$ cat src/rtl/mux4_arb_pkg.sv
// Shared types and helpers for the 4:1 mux round-robin arbiter.
// Holds the FSM state enum, widths and the rotating priority search.
package mux4_arb_pkg;

   localparam int IDX_W = 2;
   localparam int N_REQ = 4;

   typedef enum logic {
      IDLE,
      GRANT
   } state_t;

   typedef struct packed {
      logic             found;
      logic [IDX_W-1:0] idx;
   } pick_t;

   // First set bit of req in order last+1, last+2, last+3, last.
   function automatic pick_t next_req(
      input logic [N_REQ-1:0] req,
      input logic [IDX_W-1:0] last
   );
      pick_t            r;
      logic [IDX_W-1:0] c;
      r.found = 1'b0;
      r.idx   = '0;
      for (int i = 1; i <= N_REQ; i++) begin
         c = last + IDX_W'(i);
         if (!r.found && req[c]) begin
            r.found = 1'b1;
            r.idx   = c;
         end
      end
      return r;
   endfunction

endpackage

$ cat src/rtl/mux4_sel.sv
// Pure 4:1 single-bit select of din by sin.
// Sum-of-products form of the original datapath mux.
module mux4_sel
   import mux4_arb_pkg::*;
(
   input  logic [IDX_W-1:0] sin,
   input  logic [N_REQ-1:0] din,
   output logic             y
);

   assign y = (~sin[1] & ~sin[0] & din[0])
            | (~sin[1] &  sin[0] & din[1])
            | ( sin[1] & ~sin[0] & din[2])
            | ( sin[1] &  sin[0] & din[3]);

endmodule

$ cat src/rtl/mux4_rr_arbiter.sv
// Round-robin arbiter driving the shared 4:1 mux output f.
// Optional hold timeout compiled in with MUX4_ARB_TIMEOUT_EN.
module mux4_rr_arbiter
   import mux4_arb_pkg::*;
#(
   parameter int MAX_HOLD = 8
) (
   input  logic             clk,
   input  logic             rst,
   input  logic [N_REQ-1:0] req,
   input  logic [N_REQ-1:0] din,
   output logic [N_REQ-1:0] gnt,
   output logic [IDX_W-1:0] sin,
   output logic             busy,
   output logic             f
);

   if (MAX_HOLD < 2 || MAX_HOLD > 255) begin : g_bad_hold
      $error("MAX_HOLD out of range 2..255");
   end

   state_t           state, state_n;
   logic [N_REQ-1:0] gnt_n;
   logic [IDX_W-1:0] sin_n;
   logic [IDX_W-1:0] last, last_n;
   pick_t            pick_i, pick_o;
   logic             rel;
   logic             y;

`ifdef MUX4_ARB_TIMEOUT_EN
   localparam logic [7:0] HOLD_LIM = 8'(MAX_HOLD - 1);
   logic [7:0] cnt, cnt_n;
`endif

   always_ff @(posedge clk or posedge rst) begin
      if (rst) begin
         state <= IDLE;
         gnt   <= '0;
         sin   <= '0;
         last  <= IDX_W'(N_REQ - 1);
`ifdef MUX4_ARB_TIMEOUT_EN
         cnt   <= '0;
`endif
      end else begin
         state <= state_n;
         gnt   <= gnt_n;
         sin   <= sin_n;
         last  <= last_n;
`ifdef MUX4_ARB_TIMEOUT_EN
         cnt   <= cnt_n;
`endif
      end
   end

   always_comb begin
      state_n = state;
      gnt_n   = gnt;
      sin_n   = sin;
      last_n  = last;
      rel     = 1'b0;
`ifdef MUX4_ARB_TIMEOUT_EN
      cnt_n   = cnt;
`endif
      pick_i  = next_req(req, last);
      // Owner is masked so a revoked owner rejoins at its normal turn.
      pick_o  = next_req(req & ~gnt, sin);
      unique case (state)
         IDLE: begin
            if (pick_i.found) begin
               state_n = GRANT;
               gnt_n   = N_REQ'(1) << pick_i.idx;
               sin_n   = pick_i.idx;
               last_n  = pick_i.idx;
`ifdef MUX4_ARB_TIMEOUT_EN
               cnt_n   = '0;
`endif
            end
         end
         GRANT: begin
            rel = !req[sin];
`ifdef MUX4_ARB_TIMEOUT_EN
            if (cnt == HOLD_LIM && pick_o.found)
               rel = 1'b1;
            else if (cnt != HOLD_LIM)
               cnt_n = cnt + 8'd1;
`endif
            if (rel) begin
               if (pick_o.found) begin
                  gnt_n  = N_REQ'(1) << pick_o.idx;
                  sin_n  = pick_o.idx;
                  last_n = pick_o.idx;
`ifdef MUX4_ARB_TIMEOUT_EN
                  cnt_n  = '0;
`endif
               end else begin
                  state_n = IDLE;
                  gnt_n   = '0;
               end
            end
         end
      endcase
   end

   mux4_sel u_sel (
      .sin (sin),
      .din (din),
      .y   (y)
   );

   always_comb begin
      busy = (state == GRANT);
      f    = busy & y;
   end

endmodule

$ cat config.mk
export PLATFORM = sky130hd
export DESIGN_NAME = mux4_rr_arbiter
export DESIGN_NICKNAME = d
export VERILOG_FILES = /design/src/rtl/mux4_arb_pkg.sv /design/src/rtl/mux4_sel.sv /design/src/rtl/mux4_rr_arbiter.sv
export SDC_FILE = /design/constraint.sdc
export NUM_CORES = 1
export LEC_CHECK = 0
export CORE_MARGIN = 1.5
export CORE_UTILIZATION = 49
export CTS_CLUSTER_DIAMETER = 30
export CTS_CLUSTER_SIZE = 14
export DETAILED_ROUTE_END_ITERATION = 10
export PLACE_DENSITY = 0.78
export SLEW_MARGIN = 20
export SYNTH_ARGS = -nofsm -noshare
export SYNTH_HDL_FRONTEND = slang
export SYNTH_SLANG_ARGS = --single-unit
$ cat constraint.sdc
create_clock -name clk -period 2.7 [get_ports clk]
set_clock_uncertainty 0.1 [all_clocks]
set_input_delay 0.675 -clock clk [delete_from_list [all_inputs] [get_ports clk]]
set_output_delay 0.675 -clock clk [all_outputs]
set_load 0.02 [all_outputs]
==> flow_summary.toml, run 1 <==
[floorplan]
chipWidth_um = 44.2
fp.dieArea_um2 = 1960
fp-row-count = 14
core_area_um2 = 1540
die_h_um = 44.2
io_pins = 18
start_util = 0.541

[synthesis]
synthDistinctLibCells = 42
synthArstFlopShare = 1.00
ys_ff_latch = 9
synthTopCellsByArea = "dfrtp_1 (21%), a211oi_1 (6.3%), dfstp_2 (6.3%)"
synth_top_area_frac = 0.210
syn-cell-area_um2 = 833
syn_inst = 96
synth-edff-count = 0
yosys.area.top_type = "dfrtp_1"
synth.yosys.seq_area_share = 0.273
yosysWarningCount = 0
syn_avg_cell_area_um2 = 8.68
syn-num-nets = 110
synthFlopType = "dfrtp_1"

[setup_path]
worst-path-buf-inv = 1
start_kind = "register"
cp-startpoint = "sin[0]"
path_depth = 7
worstSetupPathType = "reg2reg"
slowest_stage = "dfrtp_1"
r2r_start = "sin[0]"
worstSetupEndpointType = "register"
r2r-end = "gnt[0]"
cp_data_required_time_ns = 2.73
rrSetupSlack_ns = 0.20
reg2reg_depth = 7
cpPeakStageDelay_ns = 0.44
crit_chain = "inv_1, ha_1, or3b_1, a2111oi_2, a31o_2, nor2_1, a221o_1"
cp_max_fo = 7
crit_family = "compound AO/OA/AOI/OAI gates"
cp.arrival_ns = 2.53
worstSetupEndpoint = "gnt[0]"

[routing]
routed.top_layer = "met4"
drtIter0Drc = 29
met2WireLength_um = 1130
drt-met1-wl_um = 969
routedWlPerCell_um = 15.5
drt_wl_total_um = 2230
route.met3.wl_um = 101
postRouteAntennaNets = 0
firstDrtPassIters = 5
vias = 893
drcViolationCount = 0
routed_via_density = 6.20

[timing]
fin_crit_sh = 0.926
fmax_mhz = 400
rsz0062_at_grt = "false"
finalSetupViolCount = 0
period_minus_slack_ns = 2.50
hold_slack_ns = 0.453
hold_viol_final = 0
maxSlewHeadroom = 0.740
setup_tns_ns = 0
tightestPinTransition_ns = 0.386
setup_ws_ns = 0.199
slew_violations = 0

[cts]
insertion_delay_ns = 0.25
clkSinkCount = 9
clk_pin_slew_ns = 0.06
clockBufferDepth = 2
cts_tree = "done"
post-cts-setup-buffers = 0
clock_tree.root_cell = "clkbuf_4"
cts_max_level = 1
cts_buffers = 3
hold_buffers = 0

[layout]
drive_gt1_frac = 0.219
multiInputGateArea_um2 = 563
final_common_cell = "clkdlybuf4s50_1"
n_antenna_cell = 0
nNetsFinal = 143
nFillCells = 123
syn_to_final_growth_pct = 36.6
final_cell_mix = "clkdlybuf4s50_1 (16), buf_4 (13), inv_1 (9), a211oi_1 (7), dfrtp_1 (7)"
final_area_um2 = 1140
seq_area_um2 = 228

[power_and_ir_drop]
p_total_mw = 1.31
ir_drop_uv = 796
powerDensity_nw_per_um2 = 1150
p_leak_nw = 0.515

[grt]
grt_pass1_wl_um = 4010
overflow = 0
gr-usage-all-layers = 0.275
grt_pass1_vias = 903
antenna_found_initial = 0
grt_max_degree = 12

[placed_design]
dpl_worst_slack_ns = -0.0420
place_hpwl_um = 1760
gp_congestion = 0.880
port-buffer-count = 17
dpl_cell_area_um2 = 1110

[worst_hold_path]
hold_class = "reg2reg"

[run]
cap_violations = 0

[run_status]
status = "complete, no violations"
-- per-layer routing --
| metal | global-route usage | vias to the layer above |
|---|---|---|
| met5 | 0 | - |
| met4 | 0.109 | 0 |
| met3 | 0.0367 | 4 |
| met2 | 0.459 | 24 |
| met1 | 0.359 | 435 |
| li1 | - | 430 |
-- per-stage QoR --
step            util  std cells
2_1_floorplan      -         96
3_3_place_gp   0.722        140
3_5_place_dp   0.722        140
4_1_cts        0.739        144
5_1_grt        0.739        144
6_report       0.739        144
-- layout make-up --
| class | instances | area share |
|---|---|---|
| clock inverters | 1 | 0.00440 |
| multi-input cells | 76 | 0.495 |
| flip-flops and latches | 9 | 0.200 |
| inverters | 9 | 0.0297 |
| clock buffers | 3 | 0.0198 |
| well taps | 16 | 0.0176 |
| repair buffers | 30 | 0.234 |
-- worst min-delay path by stage --
stage | from | end | slack [ns] | cells past startpoint
floorplan | rst | busy | 0.40 | 1
global placement | last[1] | last[1] | 0.43 | 2
detailed placement | last[1] | last[1] | 0.45 | 2
CTS | last[1] | last[1] | 0.46 | 2
global route | last[1] | last[1] | 0.49 | 2
finish | last[1] | last[1] | 0.45 | 2
-- kinds of logic after synthesis --
logic type,count (synthesis),share of synthesized area
buffers and inverters,11,0.0510
adder cells (fa/ha/maj),4,0.0601
flip-flops,9,0.273
AO/OA/AOI/OAI,32,0.305
AND/OR/NAND/NOR,36,0.260
multiplexers,4,0.0511
-- what timing repair did --
action / in CTS / in global routing
gates resized for setup: 1 / 0
setup endpoints to repair: 1 / 0
hold endpoints to repair: 0 / 0
-- worst register-to-register path, delay by kind of cell (launching register included) --
kind | cells | cell delay (ns)
compound gates | 3 | 0.85
buf+inv | 1 | 0.12
fa+ha+maj | 1 | 0.40
flops | 1 | 0.44
simple gates | 2 | 0.46
-- power by group --
group          switching, mW  total (mW)  internal (mW)
clock network         0.0417      0.0959         0.0542
logic                  0.488       0.945          0.457
registers             0.0626       0.269          0.206
-- cells in the mapped netlist, types with 2 or more instances --
master / number
a211oi_1: 7
a21oi_1: 3
a221o_1: 4
a22o_1: 2
a22oi_1: 2
and3_1: 2
dfrtp_1: 7
dfstp_2: 2
ha_1: 4
inv_1: 9
mux2_2: 2
mux2i_1: 2
nand2_1: 3
nand2b_1: 5
nand3_1: 2
nor2_1: 5
nor2b_1: 2
nor3b_1: 3
o21ai_0: 3
o22ai_1: 3
or2_2: 2
or2b_1: 2
-- flip-flops by register name, summed over array words and instances, names as in the netlist --
signal  cells
busy        1
gnt         4
last        2
sin         2
Power figures use the tool's default switching activity.
==> run 2: changes to the inputs <==
--- a/config.mk
+++ b/config.mk
@@ -8,7 +8,7 @@
 export CORE_MARGIN = 1.5
 export CORE_UTILIZATION = 49
 export CTS_CLUSTER_DIAMETER = 30
-export CTS_CLUSTER_SIZE = 14
+export CTS_CLUSTER_SIZE = 20
 export DETAILED_ROUTE_END_ITERATION = 10
 export PLACE_DENSITY = 0.78
 export SLEW_MARGIN = 20
==> results of run 2 <==
No change in the layout: final DEF, timing and power equal those of run 1.
